[config.mk]
export PLATFORM = sky130hd
export DESIGN_NAME = spi_cfg_slave_flat
export DESIGN_NICKNAME = d
export VERILOG_FILES = /design/src/rtl/spi_cfg_pkg.sv /design/src/rtl/spi_cfg_slave_if.sv /design/src/rtl/spi_edge_sync.sv /design/src/rtl/spi_cfg_slave.sv /design/src/flat_wrapper.sv
export SDC_FILE = /design/constraint.sdc
export NUM_CORES = 1
export LEC_CHECK = 0
export ABC_CLOCK_PERIOD_IN_PS = 1900
export CAP_MARGIN = 30
export CORE_MARGIN = 5
export CORE_UTILIZATION = 51
export CTS_BUF_LIST = sky130_fd_sc_hd__clkbuf_8
export DETAILED_ROUTE_END_ITERATION = 8
export MAX_ROUTING_LAYER = met4
export PLACE_DENSITY = 0.79
export SETUP_SLACK_MARGIN = 0.3
export SYNTH_ARGS = -nofsm -noshare
export SYNTH_HDL_FRONTEND = slang
export SYNTH_SLANG_ARGS = --single-unit
[constraint.sdc]
create_clock -name CLK -period 1.9 [get_ports CLK]
set_input_delay 0.38 -clock CLK [delete_from_list [all_inputs] [get_ports CLK]]
set_output_delay 0.38 -clock CLK [all_outputs]
set_load 0.05 [all_outputs]
[src/rtl/spi_cfg_pkg.sv]
`default_nettype none
// ============================================================================
//  Module      : spi_cfg_pkg
//  Description : Shared types and frame constants for the SPI configuration
//                slave: FSM state encoding, frame geometry, bit positions of
//                the R/nW and W1:W0 instruction fields, bit-counter width.
//  Revision    : 1.0 - initial release
// ============================================================================
package spi_cfg_pkg;

    typedef enum logic [2:0] {
        ST_IDLE    = 3'd0,
        ST_INSTR   = 3'd1,
        ST_WDATA   = 3'd2,
        ST_RDATA   = 3'd3,
        ST_DONE    = 3'd4,
        ST_ERR     = 3'd5,
        ST_WAIT_CS = 3'd6
    } state_t;

    localparam int FRAME_BITS = 24;
    localparam int INSTR_BITS = 16;
    localparam int DATA_BITS  = 8;

    // Field positions within the full 24-bit frame.
    localparam int RNW_BIT = 23;
    localparam int W1_BIT  = 22;
    localparam int W0_BIT  = 21;

    localparam int BITCNT_W = 5;

    // Bit-counter values seen just before the 16th / 24th rising edge.
    localparam logic [BITCNT_W-1:0] INSTR_LAST = BITCNT_W'(INSTR_BITS - 1);
    localparam logic [BITCNT_W-1:0] FRAME_LAST = BITCNT_W'(FRAME_BITS - 1);

endpackage
`default_nettype wire

[src/rtl/spi_cfg_slave_if.sv]
`default_nettype none
// ============================================================================
//  Module      : spi_cfg_slave_if
//  Description : Register-file access bus between the SPI configuration slave
//                (slave modport) and the local register file (master modport).
//  Ports       : WR_EN/WR_ADDR/WR_DATA  one-cycle write strobe with payload
//                RD_REQ/RD_ADDR         one-cycle read strobe with address
//                RD_DATA                combinational read data, valid with RD_REQ
//  Revision    : 1.0 - initial release
// ============================================================================
interface spi_cfg_slave_if
    import spi_cfg_pkg::*;
#(
    parameter int ADDR_W = 13
) ();

    logic                 WR_EN;
    logic [ADDR_W-1:0]    WR_ADDR;
    logic [DATA_BITS-1:0] WR_DATA;
    logic                 RD_REQ;
    logic [ADDR_W-1:0]    RD_ADDR;
    logic [DATA_BITS-1:0] RD_DATA;

    modport slave (
        output WR_EN, WR_ADDR, WR_DATA, RD_REQ, RD_ADDR,
        input  RD_DATA
    );

    modport master (
        input  WR_EN, WR_ADDR, WR_DATA, RD_REQ, RD_ADDR,
        output RD_DATA
    );

endinterface
`default_nettype wire

[src/rtl/spi_edge_sync.sv]
`default_nettype none
// ============================================================================
//  Module      : spi_edge_sync
//  Description : Multi-stage synchronizers for nCS, SCLK and SDI followed by a
//                one-cycle edge detector on nCS and SCLK.
//  Ports       : CLK, RST              clock, synchronous active-high reset
//                ncs_i, sclk_i, sdi_i  asynchronous SPI pins
//                ncs_o                 synchronized nCS level
//                ncs_rise_o/fall_o     nCS edge pulses (one cycle)
//                sclk_rise_o/fall_o    SCLK edge pulses (one cycle)
//                sdi_o                 SDI aligned with the SCLK edge pulses
//  Revision    : 1.0 - initial release
// ============================================================================
module spi_edge_sync #(
    parameter int SYNC_STAGES = 2
) (
    input  logic CLK,
    input  logic RST,
    input  logic ncs_i,
    input  logic sclk_i,
    input  logic sdi_i,
    output logic ncs_o,
    output logic ncs_rise_o,
    output logic ncs_fall_o,
    output logic sclk_rise_o,
    output logic sclk_fall_o,
    output logic sdi_o
);

    logic [SYNC_STAGES-1:0] ncs_sync_q;
    logic [SYNC_STAGES-1:0] sclk_sync_q;
    logic [SYNC_STAGES-1:0] sdi_sync_q;
    logic                   ncs_prev_q;
    logic                   sclk_prev_q;

    // nCS and SCLK preset to their idle level so that reset itself never
    // manufactures a rising edge on either line.
    always_ff @(posedge CLK) begin
        if (RST) begin
            ncs_sync_q  <= '1;
            sclk_sync_q <= '1;
            sdi_sync_q  <= '0;
            ncs_prev_q  <= 1'b1;
            sclk_prev_q <= 1'b1;
        end else begin
            ncs_sync_q  <= {ncs_sync_q[SYNC_STAGES-2:0], ncs_i};
            sclk_sync_q <= {sclk_sync_q[SYNC_STAGES-2:0], sclk_i};
            sdi_sync_q  <= {sdi_sync_q[SYNC_STAGES-2:0], sdi_i};
            ncs_prev_q  <= ncs_sync_q[SYNC_STAGES-1];
            sclk_prev_q <= sclk_sync_q[SYNC_STAGES-1];
        end
    end

    assign ncs_o       = ncs_sync_q[SYNC_STAGES-1];
    assign ncs_rise_o  =  ncs_sync_q[SYNC_STAGES-1] & ~ncs_prev_q;
    assign ncs_fall_o  = ~ncs_sync_q[SYNC_STAGES-1] &  ncs_prev_q;
    assign sclk_rise_o =  sclk_sync_q[SYNC_STAGES-1] & ~sclk_prev_q;
    assign sclk_fall_o = ~sclk_sync_q[SYNC_STAGES-1] &  sclk_prev_q;
    // SDI travels through the same number of stages as SCLK, so this is the
    // value present on the pin when the SCLK edge was captured.
    assign sdi_o       = sdi_sync_q[SYNC_STAGES-1];

endmodule
`default_nettype wire

[src/rtl/spi_cfg_slave.sv]
`default_nettype none
// ============================================================================
//  Module      : spi_cfg_slave
//  Description : 3-wire, mode-3, 24-bit SPI configuration target. Decodes a
//                16-bit instruction (R/nW, W1:W0, address) plus one data byte
//                into single-cycle register-file write/read strobes, and
//                serializes read data MSB-first on SDO.
//  Ports       : CLK, RST        clock, synchronous active-high reset
//                SPI_nCS/SCLK/SDI asynchronous SPI inputs
//                SPI_SDO/SDO_OE  serial read data and pad output enable
//                regs            register-file bus (slave modport)
//                FRAME_ERR       one-cycle pulse on a malformed frame
//                BUSY            high while not idle
//  Revision    : 1.0 - initial release
// ============================================================================
module spi_cfg_slave
    import spi_cfg_pkg::*;
#(
    parameter int SYNC_STAGES = 2,
    parameter int ADDR_W      = 13
) (
    input  logic            CLK,
    input  logic            RST,
    input  logic            SPI_nCS,
    input  logic            SPI_SCLK,
    input  logic            SPI_SDI,
    output logic            SPI_SDO,
    output logic            SPI_SDO_OE,
    spi_cfg_slave_if.slave  regs,
    output logic            FRAME_ERR,
    output logic            BUSY
);

    localparam int SETTLE_W = $clog2(SYNC_STAGES + 2);
    localparam logic [SETTLE_W-1:0] SETTLE_INIT = SETTLE_W'(SYNC_STAGES + 1);

    logic w_ncs, w_ncs_rise, w_ncs_fall, w_sclk_rise, w_sclk_fall, w_sdi;

    spi_edge_sync #(
        .SYNC_STAGES (SYNC_STAGES)
    ) u_sync (
        .CLK         (CLK),
        .RST         (RST),
        .ncs_i       (SPI_nCS),
        .sclk_i      (SPI_SCLK),
        .sdi_i       (SPI_SDI),
        .ncs_o       (w_ncs),
        .ncs_rise_o  (w_ncs_rise),
        .ncs_fall_o  (w_ncs_fall),
        .sclk_rise_o (w_sclk_rise),
        .sclk_fall_o (w_sclk_fall),
        .sdi_o       (w_sdi)
    );

    state_t                   state_q;
    logic [SETTLE_W-1:0]      settle_q;
    logic [BITCNT_W-1:0]      bitcnt_q;
    logic [INSTR_BITS-2:0]    shift_q;
    logic [ADDR_W-1:0]        addr_q;
    logic [DATA_BITS-1:0]     tx_q;
    logic                     overrun_q;
    logic                     wr_en_q;
    logic [ADDR_W-1:0]        wr_addr_q;
    logic [DATA_BITS-1:0]     wr_data_q;
    logic                     rd_req_q;
    logic [ADDR_W-1:0]        rd_addr_q;
    logic                     sdo_q;
    logic                     sdo_oe_q;
    logic                     frame_err_q;

    // Shift register contents including the bit sampled this cycle; the low
    // 16 bits are the instruction at bit 16 and the low 8 the data at bit 24.
    logic [INSTR_BITS-1:0] w_shift_nxt;
    logic                  w_in_frame;
    logic                  w_abort_err;

    assign w_shift_nxt = {shift_q, w_sdi};
    assign w_in_frame  = state_q inside {ST_INSTR, ST_WDATA, ST_RDATA, ST_DONE, ST_ERR};
    assign w_abort_err = ((state_q inside {ST_INSTR, ST_WDATA, ST_RDATA, ST_ERR}) &&
                          (bitcnt_q != '0)) ||
                         ((state_q == ST_DONE) && overrun_q);

    always_ff @(posedge CLK) begin
        if (RST) begin
            state_q     <= ST_IDLE;
            settle_q    <= SETTLE_INIT;
            bitcnt_q    <= '0;
            shift_q     <= '0;
            addr_q      <= '0;
            tx_q        <= '0;
            overrun_q   <= 1'b0;
            wr_en_q     <= 1'b0;
            wr_addr_q   <= '0;
            wr_data_q   <= '0;
            rd_req_q    <= 1'b0;
            rd_addr_q   <= '0;
            sdo_q       <= 1'b0;
            sdo_oe_q    <= 1'b0;
            frame_err_q <= 1'b0;
        end else begin
            wr_en_q     <= 1'b0;
            rd_req_q    <= 1'b0;
            frame_err_q <= 1'b0;

            // The synchronizers restart at the idle level after reset; an nCS
            // fall seen within this window is a frame that was already open
            // across reset, not a new one.
            if (settle_q != '0) begin
                settle_q <= settle_q - SETTLE_W'(1);
            end

            if (w_ncs_rise) begin
                // nCS rise takes priority over any SCLK edge in the same cycle.
                frame_err_q <= w_abort_err;
                state_q     <= ST_IDLE;
                sdo_q       <= 1'b0;
                sdo_oe_q    <= 1'b0;
                overrun_q   <= 1'b0;
            end else begin
                // Saturate so a runaway clock cannot wrap the count back to 0.
                if (w_in_frame && w_sclk_rise && (bitcnt_q != '1)) begin
                    bitcnt_q <= bitcnt_q + BITCNT_W'(1);
                end

                case (state_q)
                    ST_IDLE: begin
                        if (w_ncs_fall) begin
                            state_q  <= (settle_q != '0) ? ST_WAIT_CS : ST_INSTR;
                            bitcnt_q <= '0;
                        end
                    end

                    ST_INSTR: begin
                        if (w_sclk_rise) begin
                            shift_q <= w_shift_nxt[INSTR_BITS-2:0];
                            if (bitcnt_q == INSTR_LAST) begin
                                addr_q <= w_shift_nxt[ADDR_W-1:0];
                                if (w_shift_nxt[W1_BIT-DATA_BITS] || w_shift_nxt[W0_BIT-DATA_BITS]) begin
                                    state_q <= ST_ERR;
                                end else if (w_shift_nxt[RNW_BIT-DATA_BITS]) begin
                                    state_q   <= ST_RDATA;
                                    rd_req_q  <= 1'b1;
                                    rd_addr_q <= w_shift_nxt[ADDR_W-1:0];
                                    sdo_oe_q  <= 1'b1;
                                end else begin
                                    state_q <= ST_WDATA;
                                end
                            end
                        end
                    end

                    ST_WDATA: begin
                        if (w_sclk_rise) begin
                            shift_q <= w_shift_nxt[INSTR_BITS-2:0];
                            if (bitcnt_q == FRAME_LAST) begin
                                wr_en_q   <= 1'b1;
                                wr_addr_q <= addr_q;
                                wr_data_q <= w_shift_nxt[DATA_BITS-1:0];
                                state_q   <= ST_DONE;
                            end
                        end
                    end

                    ST_RDATA: begin
                        // RD_DATA is valid in the cycle RD_REQ is high; SCLK
                        // high time guarantees no falling edge in that cycle.
                        if (rd_req_q) begin
                            tx_q <= regs.RD_DATA;
                        end else if (w_sclk_fall) begin
                            sdo_q <= tx_q[DATA_BITS-1];
                            tx_q  <= {tx_q[DATA_BITS-2:0], 1'b0};
                        end
                        if (w_sclk_rise && (bitcnt_q == FRAME_LAST)) begin
                            state_q <= ST_DONE;
                        end
                    end

                    ST_DONE: begin
                        if (w_sclk_rise) begin
                            overrun_q <= 1'b1;
                        end
                        if (w_sclk_fall) begin
                            sdo_q <= 1'b0;
                        end
                    end

                    ST_ERR: begin
                        // Bits are counted but otherwise ignored.
                    end

                    ST_WAIT_CS: begin
                        if (w_ncs) begin
                            state_q <= ST_IDLE;
                        end
                    end

                    default: begin
                        state_q <= ST_IDLE;
                    end
                endcase
            end
        end
    end

    assign regs.WR_EN   = wr_en_q;
    assign regs.WR_ADDR = wr_addr_q;
    assign regs.WR_DATA = wr_data_q;
    assign regs.RD_REQ  = rd_req_q;
    assign regs.RD_ADDR = rd_addr_q;
    assign SPI_SDO      = sdo_q;
    assign SPI_SDO_OE   = sdo_oe_q;
    assign FRAME_ERR    = frame_err_q;
    assign BUSY         = (state_q != ST_IDLE);

endmodule
`default_nettype wire

[src/flat_wrapper.sv]
// flat-port wrapper written by rule: the top's interface ports become plain ports
module spi_cfg_slave_flat import spi_cfg_pkg::*;
#(
    parameter int SYNC_STAGES = 2,
    parameter int ADDR_W      = 13
)
  (CLK, RST, SPI_nCS, SPI_SCLK, SPI_SDI, SPI_SDO, SPI_SDO_OE, FRAME_ERR, BUSY, regs_WR_EN, regs_WR_ADDR, regs_WR_DATA, regs_RD_REQ, regs_RD_ADDR, regs_RD_DATA);
  spi_cfg_slave_if #(.ADDR_W(ADDR_W)) regs_i ();
  input  logic CLK;
  input  logic RST;
  input  logic SPI_nCS;
  input  logic SPI_SCLK;
  input  logic SPI_SDI;
  output logic SPI_SDO;
  output logic SPI_SDO_OE;
  output logic FRAME_ERR;
  output logic BUSY;
  output wire logic [$bits(regs_i.WR_EN)-1:0] regs_WR_EN;
  output wire logic [$bits(regs_i.WR_ADDR)-1:0] regs_WR_ADDR;
  output wire logic [$bits(regs_i.WR_DATA)-1:0] regs_WR_DATA;
  output wire logic [$bits(regs_i.RD_REQ)-1:0] regs_RD_REQ;
  output wire logic [$bits(regs_i.RD_ADDR)-1:0] regs_RD_ADDR;
  input wire logic [$bits(regs_i.RD_DATA)-1:0] regs_RD_DATA;
  assign regs_WR_EN = regs_i.WR_EN;
  assign regs_WR_ADDR = regs_i.WR_ADDR;
  assign regs_WR_DATA = regs_i.WR_DATA;
  assign regs_RD_REQ = regs_i.RD_REQ;
  assign regs_RD_ADDR = regs_i.RD_ADDR;
  assign regs_i.RD_DATA = regs_RD_DATA;
  spi_cfg_slave #(.SYNC_STAGES(SYNC_STAGES), .ADDR_W(ADDR_W)) u_core (.CLK(CLK), .RST(RST), .SPI_nCS(SPI_nCS), .SPI_SCLK(SPI_SCLK), .SPI_SDI(SPI_SDI), .SPI_SDO(SPI_SDO), .SPI_SDO_OE(SPI_SDO_OE), .regs(regs_i), .FRAME_ERR(FRAME_ERR), .BUSY(BUSY));
endmodule
==> results_dict.tcl, run 1 <==
set metrics [dict create \
    antenna_cells 0 \
    yosys_warnings 0 \
    yosys.area_share.simple_pct 20.3 \
    numCtsBuffers 9 \
    slew_headroom_pct 66.5 \
    fin_crit_ps 2020 \
    root_buffer "clkbuf_8" \
    syn-cell-area_mm2 0.00376 \
    fillers 461 \
    seq_area_frac_synth_pct 50.0 \
    fin_util_pct 73.6 \
    path_class "reg -> reg" \
    drc 0 \
    hold_class "in -> reg" \
    worst_ep_required_time_ps 2140 \
    syn_area_per_cell_um2 9.47 \
    cp_max_fo 13 \
    tightest_slew_ps 504 \
    final.setup_skew_ps 22.2 \
    synth_top_family_by_area "simple AND/OR/NAND/NOR gates" \
    synth.distinct_cells 49 \
    grt_max_degree 89 \
    path_cells "ha_4, and3_4, ha_4, and4bb_1, nand3_1, buf_12, mux2i_2, nor2_1" \
    rsz0062_at_grt "yes" \
    first_global_vias 3155 \
    htreeDepth 3 \
    critPathMostFrequentCell "ha_4" \
    drtPass1Iterations 5 \
    netlist.area_leader.share_pct 50.0 \
    post-route-period-util_pct 106 \
    synth_xor_area_share_pct 0.466 \
    hold_viol 0 \
    via_per_inst 5.71 \
    ios 53 \
    crit_path_end_kind "flip-flop" \
    violations "setup timing" \
    synthArstFlopShare_pct 0 \
    drive_above_1_share_pct 34.2 \
    hpwl_um 5190 \
    crit_family "simple AND/OR/NAND/NOR gates" \
    synthAdderAreaFrac_pct 1.66 \
    rrSetupSlack_ps -120 \
    clock_latency_ps 370 \
    syn_to_final_growth_pct 41.2 \
    worst_r2r_endpoint "u_core.addr_q[1]$_SDFFE_PP0P_" \
    r2r_start "u_core.bitcnt_q[0]$_SDFFE_PP0N_" \
    cp_slowest_cell "dfxtp_4" \
    rows 31 \
    p_leak_nw 2.14 \
    core_mm2 0.00721 \
    max_cap_viol_count 0 \
    drt_iter0_markers 295 \
    status "finished with violations" \
    die_w_um 95.9 \
    synth-edff-count 0 \
    synth_common_cells "dfxtp_1, nor2_1, mux2i_1" \
    vdd.ir_drop.worst_v 0.000434 \
    cts_hold_buf 0 \
    cts_sinks 94 \
    io_buffer_count 52 \
    initial_core_util_pct 52.1 \
    synth_most_common_cell "dfxtp_1" \
    finalSetupViolations 5 \
    clk_pin_slew_ps 110 \
    clockBufferDepth 2 \
    track_usage_pct 22.8 \
    yosys.area.top_type "dfxtp_1" \
    finalWorstSetupSlack_ps -116 \
    crit_cells 8 \
    synth_cells 397 \
    detail_route.wl_per_cell_um 18.6 \
    synth_compound_area_share_pct 9.85 \
    reg2regPathDepth 8 \
    syn_nets 415 \
    p_per_area_mw_per_mm2 842 \
    ys_top_cells_by_area "dfxtp_1, mux2i_1, nor2_1" \
    grt_overflow 0 \
    antenna_found_initial 0 \
    crit_path_end "u_core.addr_q[1]$_SDFFE_PP0P_" \
    fin_nets 503 \
    timing.final.max_slew_violations 0 \
    critPathMaxStageDelay_ps 370 \
    die_area_mm2 0.00919 \
    arrival_ps 2250 \
    startpoint_type "flip-flop" \
    max_freq_mhz 496 \
    finalSetupTns_ps -208 \
    ys_ff_latch 94 \
    grt_pass1_wl_um 15600 \
    via_count 3355 \
    critPathLaunch "u_core.bitcnt_q[0]$_SDFFE_PP0N_" \
    synthFlopType "dfxtp_1" \
    wl_um 11000 \
    gp_congestion 0.884 \
    cts_tree "done" \
    muxShareOfSynthArea_pct 13.6 \
    critPathBufInv 1 \
    die-height_um 95.9 \
    final_antenna_net_count 0 \
]
worst min-delay path by stage:
| stage | from | end | slack, ps | cells past startpoint |
|---|---|---|---|---|
| 6_report | RST | u_core.bitcnt_q[3]$_SDFFE_PP0N_ | 400 | 4 |
| 5_1_grt | RST | u_core.bitcnt_q[3]$_SDFFE_PP0N_ | 420 | 4 |
| 2_1_floorplan | u_core.u_sync.ncs_sync_q[0]$_SDFF_PP1_ | u_core.u_sync.ncs_sync_q[1]$_SDFF_PP1_ | 390 | 1 |
| 3_3_place_gp | u_core.u_sync.sclk_sync_q[0]$_SDFF_PP1_ | u_core.u_sync.sclk_sync_q[1]$_SDFF_PP1_ | 390 | 1 |
| 3_5_place_dp | u_core.u_sync.sclk_sync_q[0]$_SDFF_PP1_ | u_core.u_sync.sclk_sync_q[1]$_SDFF_PP1_ | 390 | 1 |
| 4_1_cts | RST | u_core.bitcnt_q[2]$_SDFFE_PP0N_ | 410 | 4 |
cell families after synthesis:
| logic type | after synthesis |
|---|---|
| multiplexers | 51 |
| adder cells (fa/ha/maj) | 5 |
| AND/OR/NAND/NOR | 153 |
| flip-flops | 94 |
| AO/OA/AOI/OAI | 59 |
| XOR/XNOR | 2 |
| buffers and inverters | 33 |
registers in the layout (all words and copies together), names as in the netlist, 2 cells and up:
register	cells
u_core.regs.WR_ADDR	13
u_core.u_sync.sclk_sync_q	2
u_core.regs.RD_ADDR	13
u_core.u_sync.ncs_sync_q	2
u_core.state_q	3
u_core.bitcnt_q	5
u_core.settle_q	2
u_core.shift_q	15
u_core.u_sync.sdi_sync_q	2
u_core.addr_q	13
u_core.regs.WR_DATA	8
u_core.tx_q	8
worst min-delay path, delay by kind of cell:
kind	cells	cell delay, ps
and+or+nand+nor	1	70
AOI/OAI and AO/OA	2	150
buffers and inverters	1	120
report_power, final:
part	leakage, nW	internal, mW	switching [mW]
sequential	0.763	2.01	0.0316
clock	0.102	0.743	0.725
combinational	1.27	0.470	0.488
total	2.14	3.23	1.24
metal layers:
metal	share of wire (%)	track usage, %
met1	41	28.0
met2	50	36.2
met3	6.4	4.30
met4	2.5	10.7
met5	0	-
stage by stage:
stage / instances / power (mW) / hold WS [ps] / worst slack [ps] / cell area (um^2)
floorplan: 397 / 2.47 / 389 / 127 / 3820
global placement: 535 / 2.68 / 394 / 68.6 / 4460
detailed placement: 535 / 2.70 / 393 / -33.8 / 4460
CTS: 573 / 4.32 / 408 / 108 / 5030
global route: 588 / 4.62 / 416 / -139 / 5310
finish: 588 / 4.47 / 397 / -116 / 5310
cells in the final DEF (no fill, tap or decap), types with 4 or more instances in the layout:
master,synthesis,final
dfxtp_2,0,4
nand2_2,0,12
clkbuf_8,0,9
clkbuf_2,0,5
nand2_1,50,37
or2_2,7,7
a211oi_1,9,8
and3_1,6,4
mux2i_2,0,5
or4_4,0,4
nor2b_1,4,4
a21oi_1,29,25
buf_6,2,10
clkdlybuf4s15_2,0,21
nand2b_1,7,5
buf_4,2,35
inv_1,7,5
nor2_1,53,53
buf_12,0,9
clkdlybuf4s50_1,0,11
mux2i_1,51,46
o21ai_0,5,4
dfxtp_1,94,87
a31oi_1,4,4
cell type report:
cell class / count / area [um^2] / share of cell area (%)
clock buffers: 9 / 124 / 2.33
clock inverters: 6 / 92.6 / 1.74
inverters: 8 / 32.5 / 0.613
multi-input cells: 275 / 1990 / 37.5
flip-flops and latches: 94 / 1900 / 35.7
well taps: 99 / 124 / 2.33
repair buffers: 97 / 1050 / 19.8
timing repair:
item / in CTS / in global routing
pin swaps: 19 / 24
cloned: 6 / 3
resized for setup: 100 / 51
setup buffers: 17 / 12
setup endpoints to repair: 95 / 88
(Power assumes the default switching activity.)
==> run 2: changes to the inputs <==
TNS_END_PERCENT = 20   (was default)
==> results_dict.tcl, run 2 (synthesis results as in run 1) <==
set metrics [dict create \
    via_per_inst 5.39 \
    fillers 549 \
    worst_ep_required_time_ps 2140 \
    ios 53 \
    critPathBufInv 1 \
    p_per_area_mw_per_mm2 824 \
    critPathMostFrequentCell "ha_4" \
    cts_sinks 94 \
    p_seq_share_pct 50.5 \
    clockBufferDepth 2 \
    grt_pass1_wl_um 13300 \
    whs_path_depth 1 \
    p_switching_mw 1.16 \
    initial_core_util_pct 52.1 \
    crit_path_end_kind "flip-flop" \
    startpoint_type "flip-flop" \
    first_global_vias 2893 \
    finalWorstSetupSlack_ps 18.5 \
    crit_cells 8 \
    drive_above_1_share_pct 24.1 \
    highest_layer "met4" \
    crit_family "simple AND/OR/NAND/NOR gates" \
    reg2regPathDepth 8 \
    hold_viol 0 \
    grt_max_degree 44 \
    track_usage_pct 19.2 \
    critPathMaxStageDelay_ps 370 \
    via_count 3088 \
    power_frac_clock_pct 28.9 \
    fin_crit_ps 1880 \
    status "finished, final reports clean" \
    syn_to_final_growth_pct 31.4 \
    wl_met3_um 509 \
    regMostFlops "u_core.shift_q" \
    max_freq_mhz 531 \
    fin_hold_ws_ps 413 \
    p_leak_nw 2.05 \
    final_cell_mix "dfxtp_1, nor2_1, mux2i_1, nand2_1, buf_4" \
    multi_input_area_mm2 0.00183 \
    cp_max_fo 14 \
    hold_class "reg -> reg" \
    clock_latency_ps 360 \
    post-route-period-util_pct 99.0 \
    io_buffer_count 52 \
    swShare_pct 28.4 \
    cp_slowest_cell "dfxtp_2" \
    final_antenna_net_count 0 \
    p_comb_share_pct 20.5 \
    htreeDepth 3 \
    die-height_um 95.9 \
    antenna_cells 0 \
    wl_met1_um 3830 \
    die_area_mm2 0.00919 \
    fin_nets 488 \
    path_cells "ha_4, and3_4, ha_4, and4bb_1, nand4_1, buf_12, mux2i_1, nor2_1" \
    gp_congestion 0.889 \
    finalSetupViolations 0 \
    p_int_mw 2.92 \
    wl_um 8720 \
    cts_tree "done" \
    vdd.ir_drop.worst_v 0.000447 \
    antenna_found_initial 0 \
    root_buffer "clkbuf_8" \
    rows 31 \
    detail_route.wl_per_cell_um 15.2 \
    final.setup_skew_ps 11.9 \
    cts_hold_buf 0 \
    grt_overflow 0 \
    arrival_ps 2120 \
    hpwl_um 5370 \
    largest_register_ff_count 15 \
    final_cell_area_mm2 0.00494 \
    drc 0 \
    pre_cts_ws_ps -69.7 \
    path_class "reg -> reg" \
    numCtsBuffers 9 \
    layout_commonest_cell "dfxtp_1" \
    regArea_mm2 0.00190 \
    rrSetupSlack_ps 20 \
    max_cap_viol_count 0 \
    drt_iter0_markers 243 \
    timing.final.max_slew_violations 0 \
    clk_pin_slew_ps 90 \
    die_w_um 95.9 \
    placed_area_mm2 0.00449 \
    core_mm2 0.00721 \
    drtPass1Iterations 4 \
    tightest_slew_ps 514 \
    wl_met2_um 4130 \
    rsz0062_at_grt "yes" \
    slew_headroom_pct 65.4 \
]
[run 2: cell type report]
| type | count | share of cell area, % |
|---|---|---|
| Sequential cell | 94 | 38.4 |
| Multi-Input combinational cell | 270 | 37.0 |
| Timing Repair Buffer | 87 | 18.0 |
| Clock buffer | 9 | 2.51 |
| Tap cell | 99 | 2.51 |
| Clock inverter | 6 | 0.962 |
| Inverter | 8 | 0.608 |
[run 2: worst register-to-register path, cell delays in order (launching register included)]
cell      delay (ps)
dfxtp_2          370
ha_4             140
and3_4           230
ha_4             130
and4bb_1         240
nand4_1          170
buf_12           220
mux2i_1          200
nor2_1            70
[run 2: repair_timing]
item,CTS,global route
resized for setup,67,19
setup endpoints to repair,86,94
hold endpoints to repair,0,0
setup buffers,6,9
gates cloned,0,2
pin swaps,5,6
[run 2: stage by stage]
step	util (%)	power, mW	instances	TNS (ps)
floorplan	-	2.46	397	0
global placement	62.3	2.69	541	0
detailed placement	62.3	2.70	541	-133
CTS	65.9	3.90	562	0
global route	68.5	4.25	573	-111
finish	68.5	4.07	573	0
[run 2: path summary, 6_finish.rpt]
kind                                           start                                 endpoint
min reg2reg  u_core.u_sync.sclk_sync_q[0]$_SDFF_PP1_  u_core.u_sync.sclk_sync_q[1]$_SDFF_PP1_
max reg2reg          u_core.bitcnt_q[1]$_SDFFE_PP0N_      u_core.regs.RD_ADDR[3]$_SDFFE_PP0P_
min          u_core.u_sync.sclk_sync_q[0]$_SDFF_PP1_  u_core.u_sync.sclk_sync_q[1]$_SDFF_PP1_
max                  u_core.bitcnt_q[1]$_SDFFE_PP0N_      u_core.regs.RD_ADDR[3]$_SDFFE_PP0P_
[run 2: power by group through the flow]
stage | registers [mW] | clock network [mW] | logic (mW)
5_1_grt | 2.06 | 1.31 | 0.881
2_1_floorplan | 2.08 | 0 | 0.384
3_5_place_dp | 2.09 | 0 | 0.615
6_report | 2.06 | 1.18 | 0.836
3_3_place_gp | 2.08 | 0 | 0.609
4_1_cts | 2.04 | 1.21 | 0.648
[run 2: per-layer routing]
| layer | track usage [%] | vias to the layer above |
|---|---|---|
| met5 | - | - |
| met4 | 9.48 | 0 |
| met3 | 4.69 | 23 |
| met2 | 29.7 | 100 |
| met1 | 23.4 | 1459 |
| li1 | - | 1506 |
==> run 3: changes to the inputs <==
HOLD_SLACK_MARGIN = 0.15   (was default)
==> results of run 3 <==
Final layout, timing and power as in run 2 (identical DEF).
